[src/rtl/round_key_sequencer_pkg.sv]
// Shared constants, state encoding and GF(2^8) helper for the AES-128
// round-key sequencer and its key buffer.
package round_key_sequencer_pkg;

   localparam int RK_BUS_WIDTH  = 128;
   localparam int RK_NUM_ROUNDS = 10;
   localparam int RK_ADDR_WIDTH = 4;
   localparam int RK_LAST_INDEX = RK_NUM_ROUNDS;
   localparam int RK_NUM_KEYS   = RK_LAST_INDEX + 1;

   localparam logic [7:0] RCON_INIT  = 8'h01;
   localparam logic [7:0] AES_REDUCE = 8'h1B;

   typedef enum logic [1:0] {
      ST_IDLE    = 2'd0,
      ST_ISSUE   = 2'd1,
      ST_CAPTURE = 2'd2
   } seq_state_t;

   // Multiply by x in GF(2^8) modulo the AES polynomial.
   function automatic logic [7:0] xtime(input logic [7:0] b);
      return {b[6:0], 1'b0} ^ (b[7] ? AES_REDUCE : 8'h00);
   endfunction

endpackage

[src/rtl/round_key_buffer.sv]
// Round-key storage: one write port, registered read port, reads beyond the
// last stored index return zero. Contents are intentionally not reset.
module round_key_buffer
   import round_key_sequencer_pkg::*;
#(
   parameter int BUS_WIDTH  = RK_BUS_WIDTH,
   parameter int ADDR_WIDTH = RK_ADDR_WIDTH,
   parameter int DEPTH      = RK_NUM_KEYS
) (
   input  logic                  Clk,
   input  logic                  Rst,
   input  logic                  Wr_En_i,
   input  logic [ADDR_WIDTH-1:0] Wr_Addr_i,
   input  logic [BUS_WIDTH-1:0]  Wr_Data_i,
   input  logic [ADDR_WIDTH-1:0] Rd_Addr_i,
   output logic [BUS_WIDTH-1:0]  Rd_Data_o
);

   localparam logic [ADDR_WIDTH-1:0] LAST_ADDR = ADDR_WIDTH'(DEPTH - 1);

   logic [BUS_WIDTH-1:0] mem_q [DEPTH];
   logic [BUS_WIDTH-1:0] rd_data_q;

   always_ff @(posedge Clk) begin
      if (Wr_En_i && (Wr_Addr_i <= LAST_ADDR)) begin
         mem_q[Wr_Addr_i] <= Wr_Data_i;
      end
   end

   // Same-edge write and read of one index returns the previous contents.
   always_ff @(posedge Clk or negedge Rst) begin
      if (!Rst) begin
         rd_data_q <= '0;
      end else if (Rd_Addr_i <= LAST_ADDR) begin
         rd_data_q <= mem_q[Rd_Addr_i];
      end else begin
         rd_data_q <= '0;
      end
   end

   assign Rd_Data_o = rd_data_q;

endmodule

[src/rtl/round_key_sequencer.sv]
// Drives an external single-round key-schedule stage through NUM_ROUNDS
// iterations (issue, then capture) and stores round keys 0..NUM_ROUNDS.
module round_key_sequencer
   import round_key_sequencer_pkg::*;
#(
   parameter int BUS_WIDTH  = RK_BUS_WIDTH,
   parameter int NUM_ROUNDS = RK_NUM_ROUNDS,
   parameter int ADDR_WIDTH = RK_ADDR_WIDTH
) (
   input  logic                  Clk,
   input  logic                  Rst,
   input  logic                  Start,
   input  logic [BUS_WIDTH-1:0]  Cipher_Key,
   output logic                  Busy,
   output logic                  Done,
   output logic                  Keys_Ready,
   output logic [BUS_WIDTH-1:0]  Sched_Data_Raw,
   output logic [7:0]            Sched_Rcon,
   input  logic [BUS_WIDTH-1:0]  Sched_Key_New,
   input  logic [ADDR_WIDTH-1:0] Rk_Rd_Addr,
   output logic [BUS_WIDTH-1:0]  Rk_Rd_Data
);

   localparam logic [ADDR_WIDTH-1:0] LAST_ROUND  = ADDR_WIDTH'(NUM_ROUNDS);
   localparam logic [ADDR_WIDTH-1:0] FIRST_ROUND = ADDR_WIDTH'(1);

   seq_state_t            state_q, state_d;
   logic [BUS_WIDTH-1:0]  cur_key_q, cur_key_d;
   logic [7:0]            rcon_q, rcon_d;
   logic [ADDR_WIDTH-1:0] round_q, round_d;
   logic                  busy_q, busy_d;
   logic                  done_q, done_d;
   logic                  ready_q, ready_d;

   logic                  wr_en;
   logic [ADDR_WIDTH-1:0] wr_addr;
   logic [BUS_WIDTH-1:0]  wr_data;

   always_ff @(posedge Clk or negedge Rst) begin
      if (!Rst) begin
         state_q   <= ST_IDLE;
         cur_key_q <= '0;
         rcon_q    <= 8'h00;
         round_q   <= '0;
         busy_q    <= 1'b0;
         done_q    <= 1'b0;
         ready_q   <= 1'b0;
      end else begin
         state_q   <= state_d;
         cur_key_q <= cur_key_d;
         rcon_q    <= rcon_d;
         round_q   <= round_d;
         busy_q    <= busy_d;
         done_q    <= done_d;
         ready_q   <= ready_d;
      end
   end

   always_comb begin
      state_d   = state_q;
      cur_key_d = cur_key_q;
      rcon_d    = rcon_q;
      round_d   = round_q;
      busy_d    = busy_q;
      done_d    = 1'b0;
      ready_d   = ready_q;
      wr_en     = 1'b0;
      wr_addr   = round_q;
      wr_data   = Sched_Key_New;

      unique case (state_q)
         ST_IDLE: begin
            // Start is only honoured here, so requests while busy are dropped.
            if (Start) begin
               wr_en     = 1'b1;
               wr_addr   = '0;
               wr_data   = Cipher_Key;
               cur_key_d = Cipher_Key;
               rcon_d    = RCON_INIT;
               round_d   = FIRST_ROUND;
               ready_d   = 1'b0;
               busy_d    = 1'b1;
               state_d   = ST_ISSUE;
            end
         end
         ST_ISSUE: begin
            state_d = ST_CAPTURE;
         end
         ST_CAPTURE: begin
            wr_en     = 1'b1;
            cur_key_d = Sched_Key_New;
            rcon_d    = xtime(rcon_q);
            if (round_q == LAST_ROUND) begin
               busy_d  = 1'b0;
               done_d  = 1'b1;
               ready_d = 1'b1;
               state_d = ST_IDLE;
            end else begin
               round_d = round_q + FIRST_ROUND;
               state_d = ST_ISSUE;
            end
         end
         default: begin
            state_d = ST_IDLE;
         end
      endcase
   end

   // Stage inputs come straight from registers so they never glitch.
   assign Sched_Data_Raw = cur_key_q;
   assign Sched_Rcon     = rcon_q;
   assign Busy           = busy_q;
   assign Done           = done_q;
   assign Keys_Ready     = ready_q;

   round_key_buffer #(
      .BUS_WIDTH (BUS_WIDTH),
      .ADDR_WIDTH(ADDR_WIDTH),
      .DEPTH     (NUM_ROUNDS + 1)
   ) u_buffer (
      .Clk      (Clk),
      .Rst      (Rst),
      .Wr_En_i  (wr_en),
      .Wr_Addr_i(wr_addr),
      .Wr_Data_i(wr_data),
      .Rd_Addr_i(Rk_Rd_Addr),
      .Rd_Data_o(Rk_Rd_Data)
   );

endmodule

[config.mk]
export PLATFORM = sky130hd
export DESIGN_NAME = round_key_sequencer
export DESIGN_NICKNAME = d
export VERILOG_FILES = /design/src/rtl/round_key_sequencer_pkg.sv /design/src/rtl/round_key_buffer.sv /design/src/rtl/round_key_sequencer.sv
export SDC_FILE = /design/constraint.sdc
export NUM_CORES = 2
export LEC_CHECK = 0
export CAP_MARGIN = 20
export CORE_MARGIN = 2
export CORE_UTILIZATION = 58
export CTS_CLUSTER_SIZE = 12
export DETAILED_ROUTE_END_ITERATION = 10
export GPL_TIMING_DRIVEN = 0
export PLACE_DENSITY_LB_ADDON = 0.3
export SLEW_MARGIN = 20
export SYNTH_ARGS = -nofsm -noshare
export SYNTH_HDL_FRONTEND = slang
export SYNTH_HIERARCHICAL = 1
export SYNTH_SLANG_ARGS = --single-unit
[constraint.sdc]
create_clock -name Clk -period 13.5 [get_ports Clk]
set_input_delay 1.35 -clock Clk [delete_from_list [all_inputs] [get_ports Clk]]
set_output_delay 1.35 -clock Clk [all_outputs]
set_load 0.03 [all_outputs]
==> results.py <==
metrics = {
    "synth": {
        "syn_nets": 4212,
        "yosysWarnings": 6,
        "syn_area_um2": 66600,
        "ys_seq_area_frac": 0.738,
        "postSynthCellCount": 3947,
        "synth-seq-cells": 1681,
        "avgSynthCellArea_um2": 16.9,
        "synth.distinct_cells": 39,
    },
    "status": {
        "outcome": "completed",
    },
    "timing": {
        "min_period_ps": 4640,
        "finClkSkew_ps": 25.9,
        "setup_viol": 0,
        "slew_headroom": 0.284,
        "drv_slew": 0,
        "rsz0062_at_grt": "no",
        "fmax_mhz": 216,
        "fin_tns_setup_ps": 0,
        "finalCritPeriodShare": 0.344,
        "holdWs_ps": 495,
        "hold_viol_final": 0,
        "setup_ws_ps": 8860,
        "worst_slew_pin_slew_ps": 1070,
    },
    "power_and_ir_drop": {
        "power_frac_comb": 0.253,
        "peakVddDrop_mv": 0.133,
        "internal-power_mw": 10.6,
        "leakagePower_nw": 28.7,
        "power_per_cell_area_nw_per_um2": 190,
        "p_clk_frac": 0.282,
        "p_sw_mw": 4.74,
        "sequentialPowerShare": 0.465,
        "swShare": 0.309,
    },
    "routing": {
        "final_antenna_net_count": 0,
        "vias": 40500,
        "wl_met3_um": 18200,
        "first_pass_iters": 6,
        "drc": 0,
        "routed_wl_um": 187000,
        "wl_per_cell_um": 29.1,
        "top_layer": "met5",
        "wl_met1_um": 69600,
        "met2_length_um": 92000,
        "viasPerCell": 6.31,
        "drt-initial-drc-count": 5115,
    },
    "worst_setup_path": {
        "start_kind": "input pin",
        "path_max_fanout": 10,
        "crit_type": "input pin to flip-flop",
        "cp.arrival_ps": 5090,
        "worstPathRequired_ps": 13950,
        "endpoint_kind": "flip-flop",
        "reg2reg_slack_ps": 9280,
        "r2r_cells": 12,
    },
    "clock_network": {
        "hold_buffers": 0,
        "cts.clk_slew.worst_paths_ps": 60,
        "cts_tree": "yes",
        "clkSinkCount": 1681,
        "ctsLongestPathBuffers": 3,
        "cts_resized": 0,
        "clk_latency_ps": 770,
        "cts-buffers-inserted": 167,
        "htree_levels": 4,
        "post_cts_buffers": 0,
        "cts-root-buf": "clkbuf_16",
    },
    "placement": {
        "place_ws_ps": 8180,
        "dpl_cell_area_um2": 75700,
        "gp_congestion": 0.850,
        "place_hpwl_um": 125000,
        "port_buffers": 526,
    },
    "min_path": {
        "hold_path_class": "flip-flop to flip-flop",
        "hold_depth": 2,
    },
    "floorplanning": {
        "dieArea_um2": 118000,
        "die_width_um": 343,
        "pin_count": 530,
        "die_h_um": 343,
        "initial_utilization": 0.584,
        "core_area_um2": 114000,
        "rows": 124,
    },
    "finish": {
        "layout.nets": 5026,
        "area_delta_synth_final_pct": 21.3,
        "fin_area_um2": 80800,
        "n_fill_cell": 6992,
        "drive_gt1_frac": 0.171,
    },
    "global_route": {
        "track_usage": 0.315,
        "grt_pass1_vias": 40800,
        "grt_max_degree": 85,
        "antenna_found_initial": 7,
        "grt-ovfl-total": 0,
        "grt_first_pass_wirelength_um": 268000,
    },
    "job": {
        "cap_violations": 0,
    },
}
synth_stat cells, drive strengths merged:
master | count | share of area
o21ai | 136 | 0.010
ha | 2 | 0.00038
o21ba | 1 | 0.00015
clkbuf | 113 | 0.0064
nor3b | 1 | 0.00028
o22ai | 81 | 0.0076
a221o | 81 | 0.012
a21oi | 129 | 0.0097
and2b | 6 | 0.00068
nand2b | 50 | 0.0047
nor3 | 4 | 0.00030
nand2 | 400 | 0.023
nor2 | 93 | 0.0052
xnor2 | 4 | 0.00053
edfxtp | 1408 | 0.64
dfrtp | 273 | 0.10
a32o | 2 | 0.00030
nand3b | 2 | 0.00023
a22oi | 128 | 0.014
buf | 153 | 0.016
and2 | 3 | 0.00032
a221oi | 93 | 0.012
a21o | 1 | 0.00011
nor2b | 128 | 0.012
nand3 | 8 | 0.00060
mux2i | 294 | 0.044
inv | 3 | 0.00017
mux2 | 220 | 0.037
or3b | 2 | 0.00026
mux4 | 128 | 0.043
cell families after synthesis:
| kind of cell | count (synthesis) | synth area share |
|---|---|---|
| flops | 1681 | 0.738 |
| simple gates | 697 | 0.0472 |
| compound gates | 652 | 0.0669 |
| mux | 642 | 0.125 |
| buf+inv | 269 | 0.0225 |
| xor+xnor | 4 | 0.000526 |
| fa+ha+maj | 2 | 0.000376 |
flip-flops by register name, indices dropped and copies added (netlist names):
register / count
Busy: 1
round_q: 4
Keys_Ready: 1
Sched_Data_Raw: 128
u_buffer/mem_q: 1408
Done: 1
u_buffer/Rd_Data_o: 128
state_q: 2
Sched_Rcon: 8
layer usage:
metal / up-vias / track usage
li1: 17000 / -
met1: 20700 / 0.423
met2: 2394 / 0.513
met3: 388 / 0.0655
met4: 2 / 0.119
met5: - / 0
placed cells by master, fill, tap and decap left out, types with 128 or more instances in the layout:
cell type and instances:
edfxtp_1 1408, mux4_2 128, dfrtp_1 273, a22oi_1 128
a21oi_1 129, clkbuf_16 171, nor2b_1 128, mux2i_1 294
clkdlybuf4s50_1 525, mux2_2 219, nand2_1 400, clkbuf_1 206
area by class of cell:
class	instances	area [um^2]	share of cell area
plain buffers	266	1490	0.0185
flip-flops and latches	1681	49100	0.608
clock inverters	33	248	0.00307
diodes	6	15.0	0.000186
inverters	3	11.3	0.000139
clock buffers	278	4770	0.0591
well taps	1512	1890	0.0234
repair buffers	645	7200	0.0891
multi-input cells	1997	16000	0.199
power groups by stage:
stage | combinational [mW] | sequential (mW) | clock, mW
after floorplan | 1.56 | 7.74 | 0
after global placement | 3.52 | 7.44 | 0
after detailed placement | 3.82 | 7.21 | 0
after CTS | 3.85 | 7.11 | 4.36
after global routing | 4.07 | 7.17 | 4.55
final | 3.87 | 7.12 | 4.33
critical path, cell delays in order:
cell and delay, ps:
clkdlybuf4s50_1 560, or3b_1 380, buf_2 270, buf_2 250, and2_1 200, or3b_2 600, nor3_2 150, buf_4 230
buf_6 180, buf_4 220, buf_4 240, buf_4 220, buf_4 220
worst paths after layout:
path                                           start                                to
hold reg to reg            Sched_Rcon[4]$_DFFE_PN0P_         Sched_Rcon[5]$_DFFE_PN0P_
min in group asynchronous                        Rst  u_buffer/Rd_Data_o[13]$_DFF_PN0_
max in group asynchronous                        Rst    Sched_Data_Raw[70]$_DFFE_PN0P_
setup / recovery                               Start   u_buffer/mem_q[0][37]$_DFFE_PP_
setup reg to reg              state_q[1]$_DFFE_PN0P_   u_buffer/mem_q[8][25]$_DFFE_PP_
hold / removal             Sched_Rcon[4]$_DFFE_PN0P_         Sched_Rcon[5]$_DFFE_PN0P_
metrics by stage:
stage,std cells,power (mW),util
final,6421,15.3,0.708
after global routing,6416,15.8,0.708
after CTS,6415,15.3,0.708
after detailed placement,6104,11.0,0.664
after global placement,5985,11.0,0.647
after floorplan,3947,9.30,-
Note: power is estimated with default switching activity, not from simulation.
